<file path="config.mk">
export PLATFORM = sky130hd
export DESIGN_NAME = mux8_rr_arbiter
export DESIGN_NICKNAME = d
export VERILOG_FILES = /design/src/rtl/mux8_rr_arbiter.sv
export SDC_FILE = /design/constraint.sdc
export NUM_CORES = 1
export LEC_CHECK = 0
export ABC_CLOCK_PERIOD_IN_PS = 3300
export CORE_MARGIN = 4
export CORE_UTILIZATION = 31
export CTS_CLUSTER_DIAMETER = 100
export DETAILED_ROUTE_END_ITERATION = 6
export GPL_TIMING_DRIVEN = 1
export PLACE_DENSITY_LB_ADDON = 0.12
export RECOVER_POWER = 50
export SYNTH_ARGS = -nofsm -noshare
export SYNTH_HDL_FRONTEND = slang
export SYNTH_SLANG_ARGS = --single-unit
</file>
<file path="constraint.sdc">
create_clock -name clk -period 3.3 [get_ports clk]
set_input_delay 0.825 -clock clk [delete_from_list [all_inputs] [get_ports clk]]
set_output_delay 0.825 -clock clk [all_outputs]
set_load 0.01 [all_outputs]
</file>
<file path="src/rtl/mux8_rr_arbiter.sv">
// Eight-source round-robin arbiter/mux with per-grant burst limit and valid/ready output.
// Optional stall timeout enabled by defining MUX_ARB_TIMEOUT_EN.
module mux8_rr_arbiter #(
  parameter int unsigned MAX_BURST = 4,
  parameter int unsigned TIMEOUT   = 15
) (
  input  logic        clk,
  input  logic        reset,
  input  logic [7:0]  req,
  input  logic [31:0] D0,
  input  logic [31:0] D1,
  input  logic [31:0] D2,
  input  logic [31:0] D3,
  input  logic [31:0] D4,
  input  logic [31:0] D5,
  input  logic [31:0] D6,
  input  logic [31:0] D7,
  input  logic        out_ready,
  output logic [31:0] out_data,
  output logic        out_valid,
  output logic [7:0]  grant,
  output logic [2:0]  sel,
  output logic        timeout_evt
);

  localparam int unsigned N  = 8;
  localparam int unsigned SW = 3;
  localparam int unsigned CW = 4;
  localparam int unsigned BW = 5;

  typedef enum logic {ARB = 1'b0, BUSY = 1'b1} state_t;

  if (MAX_BURST < 1 || MAX_BURST > 16) begin : g_bad_burst
    $error("MAX_BURST out of range 1..16");
  end
  if (TIMEOUT < 1 || TIMEOUT > 255) begin : g_bad_timeout
    $error("TIMEOUT out of range 1..255");
  end

  state_t        state, state_next;
  logic          armed;
  logic [SW-1:0] last, last_next, sel_next, winner;
  logic [N-1:0]  grant_next;
  logic [CW-1:0] count, count_next;
  logic [BW-1:0] burst_inc;
  logic          found, transfer, release_now, timeout_hit;

`ifdef MUX_ARB_TIMEOUT_EN
  logic [7:0] stall, stall_next, stall_inc;
  logic       evt_next;
  assign stall_inc   = stall + 8'd1;
  assign timeout_hit = (state == BUSY) && out_valid && !out_ready && (stall_inc == 8'(TIMEOUT));
`else
  assign timeout_hit = 1'b0;
  assign timeout_evt = 1'b0;
`endif

  // Data path follows the registered owner even while arbitrating.
  always_comb begin
    out_data = D0;
    case (sel)
      3'd0: out_data = D0;
      3'd1: out_data = D1;
      3'd2: out_data = D2;
      3'd3: out_data = D3;
      3'd4: out_data = D4;
      3'd5: out_data = D5;
      3'd6: out_data = D6;
      3'd7: out_data = D7;
      default: out_data = D0;
    endcase
  end

  assign out_valid = (state == BUSY) && req[sel];
  assign transfer  = out_valid && out_ready;
  assign burst_inc = BW'(count) + BW'(1);

  // Rotating priority search starting just after the previous owner.
  always_comb begin
    found  = 1'b0;
    winner = last;
    for (int i = 1; i <= int'(N); i++) begin
      if (!found && req[SW'(last + SW'(i))]) begin
        found  = 1'b1;
        winner = SW'(last + SW'(i));
      end
    end
  end

  always_comb begin
    state_next  = state;
    grant_next  = grant;
    sel_next    = sel;
    last_next   = last;
    count_next  = count;
    release_now = 1'b0;
`ifdef MUX_ARB_TIMEOUT_EN
    stall_next  = stall;
    evt_next    = 1'b0;
`endif
    case (state)
      ARB: begin
        if (armed && found) begin
          state_next = BUSY;
          grant_next = N'(1) << winner;
          sel_next   = winner;
          last_next  = winner;
          count_next = '0;
`ifdef MUX_ARB_TIMEOUT_EN
          stall_next = '0;
`endif
        end
      end
      BUSY: begin
        if (transfer) begin
          count_next = count + CW'(1);
        end
`ifdef MUX_ARB_TIMEOUT_EN
        if (transfer) begin
          stall_next = '0;
        end else if (out_valid) begin
          stall_next = stall_inc;
        end
`endif
        release_now = !req[sel] || (transfer && burst_inc == BW'(MAX_BURST)) || timeout_hit;
        if (release_now) begin
          state_next = ARB;
          grant_next = '0;
          count_next = '0;
`ifdef MUX_ARB_TIMEOUT_EN
          stall_next = '0;
          evt_next   = timeout_hit;
`endif
        end
      end
      default: state_next = ARB;
    endcase
  end

  // armed holds off arbitration for the first edge after reset release.
  always_ff @(posedge clk or posedge reset) begin
    if (reset) begin
      state       <= ARB;
      armed       <= 1'b0;
      grant       <= '0;
      sel         <= '0;
      last        <= 3'd7;
      count       <= '0;
`ifdef MUX_ARB_TIMEOUT_EN
      stall       <= '0;
      timeout_evt <= 1'b0;
`endif
    end else begin
      state       <= state_next;
      armed       <= 1'b1;
      grant       <= grant_next;
      sel         <= sel_next;
      last        <= last_next;
      count       <= count_next;
`ifdef MUX_ARB_TIMEOUT_EN
      stall       <= stall_next;
      timeout_evt <= evt_next;
`endif
    end
  end

endmodule
</file>
==> load_flow_metrics.sql <==
INSERT INTO impl_metrics (metric_group, metric, value, unit) VALUES
('placed_design', 'placedInstanceArea', '7680', 'sq um'),
('logic_synthesis', 'syn-instance-count', '477', ''),
('logic_synthesis', 'yosysSeqAreaShare', '12.7', '%'),
('global_route', 'first_global_vias', '5511', ''),
('cts', 'clk-insertion-delay-late', '0.25', 'ns'),
('power', 'power_switching_share', '46.9', '%'),
('cts', 'cts_tree', 'done', ''),
('timing', 'final.period_utilization', '99.0', '%'),
('power', 'overall_power_of_the_completed_layout', '7.09', 'mW'),
('power', 'power_report.internal_total', '3.77', 'mW'),
('status', 'outcome', 'finished clean', ''),
('cts', 'tritoncts.num_buffers', '3', ''),
('route', 'avgRoutedWirePerCell', '20.6', 'um'),
('global_route', 'grt_first_pass_wirelength', '29700', 'um'),
('critical_path', 'crit_fanout', '1', ''),
('timing', 'max_clock_freq', '306', 'MHz'),
('cts', 'clock_tree.htree_level_count', '1', ''),
('power', 'p_per_area', '895', 'nW/um^2'),
('critical_path', 'cp_arrival', '2.44', 'ns'),
('critical_path', 'worstSetupStartpoint', 'D2[28]', ''),
('cts', 'clk_pin_slew_worst_paths', '0.06', 'ns'),
('logic_synthesis', 'post_synth.cell_area_avg', '8.33', 'sq um'),
('placed_design', 'port_buffers', '310', ''),
('power', 'share_seq_of_total_power', '6.5', '%'),
('route', 'vias', '5400', ''),
('cts', 'clk_path_buf_depth', '2', ''),
('logic_synthesis', 'synth.cell_area', '3970', 'sq um'),
('floorplan', 'initial_standard_cell_utilization_of_the_core', '31.6', '%'),
('final_layout', 'area_delta_synth_final', '99.6', '%'),
('route', 'dr.first_iter.drc_count', '402', ''),
('timing', 'skew', '0.00219', 'ns'),
('floorplan', 'row_count', '41', ''),
('power', 'p_switching', '3.33', 'mW'),
('global_route', 'antenna_violations_before_repair', '2', ''),
('timing', 'final_max_slew_viol_count', '0', ''),
('timing', 'finalHoldViolations', '0', ''),
('final_layout', 'final_layout_size_suffix_gt1_share', '19.7', '%'),
('cts', 'holdBufCountCts', '0', ''),
('cts', 'tritoncts_num_sinks', '20', ''),
('floorplan', 'core_area', '12600', 'sq um'),
('power', 'comb_power_share', '88.9', '%'),
('placed_design', 'gp_congestion', '0.926', ''),
('timing', 'timing.setup.tns', '0', 'ns'),
('route', 'remaining_drc_errors', '0', ''),
('logic_synthesis', 'yosys_register_bits', '20', ''),
('placed_design', 'detailed_place_hpwl', '17600', 'um'),
('logic_synthesis', 'synth_cell_types', '67', ''),
('critical_path', 'critical_path.reg2reg.endpoint', 'grant[7]', ''),
('final_layout', 'net_total_in_the_final_layout', '1101', ''),
('timing', 'setup_viol', '0', ''),
('critical_path', 'setup.worst_path.class', 'in2out', ''),
('critical_path', 'critical_path.reg2reg.startpoint', 'last[0]', ''),
('logic_synthesis', 'asyncSetResetFlopFracSynth', '100', '%'),
('critical_path', 'worst_ep_required_time', '2.47', 'ns'),
('logic_synthesis', 'postSynthNetCount', '748', ''),
('global_route', 'overflow', '0', ''),
('route', 'firstDrtPassIters', '5', ''),
('power', 'power.clock.fraction', '4.7', '%'),
('final_layout', 'post-route-util', '63.1', '%'),
('logic_synthesis', 'synth_enable_flop_cells', '0', ''),
('floorplan', 'die_x_extent', '121', 'um'),
('critical_path', 'timing.critical_path.to_type', 'primary output', ''),
('route', 'totalWireLength', '20700', 'um'),
('global_route', 'pin_count_of_the_biggest_net_entering_global_routing', '31', ''),
('run', 'maxCapViolCount', '0', ''),
('route', 'antenna_left', '0', ''),
('timing', 'max_slew.worst_pin.slew', '0.765', 'ns'),
('global_route', 'grt_usage', '26.1', '%'),
('route', 'number_of_vias_per_cell', '5.38', ''),
('placed_design', 'place_worst_setup_slack', '-0.292', 'ns'),
('logic_synthesis', 'postSynth.topFlopCell', 'dfrtp_1', '');
==> cell families (layout without fill, tap and decap cells) <==
logic type	count (synthesis)	count (layout)	synth area share [%]
AOI/OAI and AO/OA	145	145	25.6
xor gates and xnor gates	5	5	1.10
adders and majority gates	4	4	1.26
buffers and inverters	46	398	5.17
DFF	20	20	12.7
muxes	86	86	34.6
other	2	4	0.189
and+or+nand+nor	169	169	19.4
==> Yosys cell counts (6+ instances only) <==
master / instances / area [sq um]
nand2_1: 75 / 282
nor2_1: 55 / 206
mux4_2: 36 / 811
mux2i_1: 31 / 310
o21ai_0: 30 / 150
a21oi_1: 27 / 135
clkbuf_1: 18 / 67.6
dfrtp_1: 17 / 425
mux2_2: 16 / 180
o221ai_1: 13 / 114
buf_1: 11 / 41.3
o22ai_1: 11 / 68.8
o31ai_1: 10 / 75.1
inv_1: 8 / 30.0
a221oi_1: 7 / 61.3
nand3_1: 7 / 35.0
a211oi_1: 6 / 45.0
==> timing repair <==
item / CTS / global route
pin swaps: 3 / 7
setup endpoints to repair: 14 / 28
buffers inserted: 0 / 5
resized for setup: 18 / 32
==> registers in the layout, indices dropped and copies added, names as in the netlist <==
register / count
sel: 3
last: 3
count: 4
armed: 1
grant: 8
state: 1
==> per-stage QoR <==
stage / std cells / hold WS, ns
2_1_floorplan: 477 / 0.489
3_3_place_gp: 992 / 0.483
3_5_place_dp: 992 / 0.485
4_1_cts: 996 / 0.498
5_1_grt: 1003 / 0.533
6_report: 1003 / 0.490
==> per-layer routing <==
metal | up-vias | part of all wire [%] | GRT usage [%]
li1 | 2559 | - | -
met1 | 2562 | 38 | 30.9
met2 | 245 | 52 | 47.8
met3 | 34 | 6.8 | 4.24
met4 | 0 | 3.0 | 8.33
met5 | - | 0 | 0
==> area by class of cell <==
class	count	area, sq um
Multi-Input combinational cell	411	3360
Fill cell	1095	4640
Antenna cell	2	5.00
Clock inverter	1	30.0
Timing Repair Buffer	384	3700
Inverter	10	37.5
Tap cell	172	215
Clock buffer	3	75.1
Sequential cell	20	510
==> power by group through the flow <==
stage                     registers [mW]  logic [mW]  clock network [mW]
final                              0.459        6.30               0.331
after global routing               0.474        6.73               0.344
after CTS                          0.470        6.07               0.334
after detailed placement           0.473        6.03                   0
after global placement             0.469        5.97                   0
after floorplan                    0.407        3.48                   0
==> critical path, stage by stage <==
cell             delay, ns
clkdlybuf4s50_1       0.45
mux4_2                0.46
nand2_1               0.08
a21oi_1               0.07
clkdlybuf4s50_1       0.55
==> worst min-delay path by stage <==
stage,from,endpoint,slack (ns)
floorplan,count[3],count[3],0.49
global placement,grant[5],grant[5],0.48
detailed placement,grant[4],grant[4],0.49
CTS,grant[4],grant[4],0.50
global route,grant[5],grant[5],0.53
finish,grant[4],grant[4],0.49
==> placed cells by master (no fill, tap or decap), types with 4 or more instances in the layout <==
master | Yosys | routed
dlygate4sd2_1 | 0 | 5
o31ai_1 | 10 | 8
a21boi_0 | 5 | 4
o21ai_0 | 30 | 27
buf_6 | 1 | 8
o21ai_1 | 1 | 4
inv_1 | 8 | 8
nor2b_1 | 4 | 4
mux2i_1 | 31 | 29
clkdlybuf4s50_1 | 0 | 285
dfrtp_1 | 17 | 14
a21oi_1 | 27 | 26
nor2_1 | 55 | 53
mux4_2 | 36 | 37
a211oi_1 | 6 | 5
buf_4 | 3 | 64
dlymetal6s2s_1 | 0 | 8
o221ai_1 | 13 | 13
a22oi_1 | 4 | 4
nand3_1 | 7 | 7
a221oi_1 | 7 | 7
nand2b_1 | 5 | 6
dlygate4sd3_1 | 0 | 9
ha_1 | 4 | 4
nand2_1 | 75 | 75
o22ai_1 | 11 | 10
mux2_2 | 16 | 14
No activity file was read; power rests on OpenSTA's default activity.
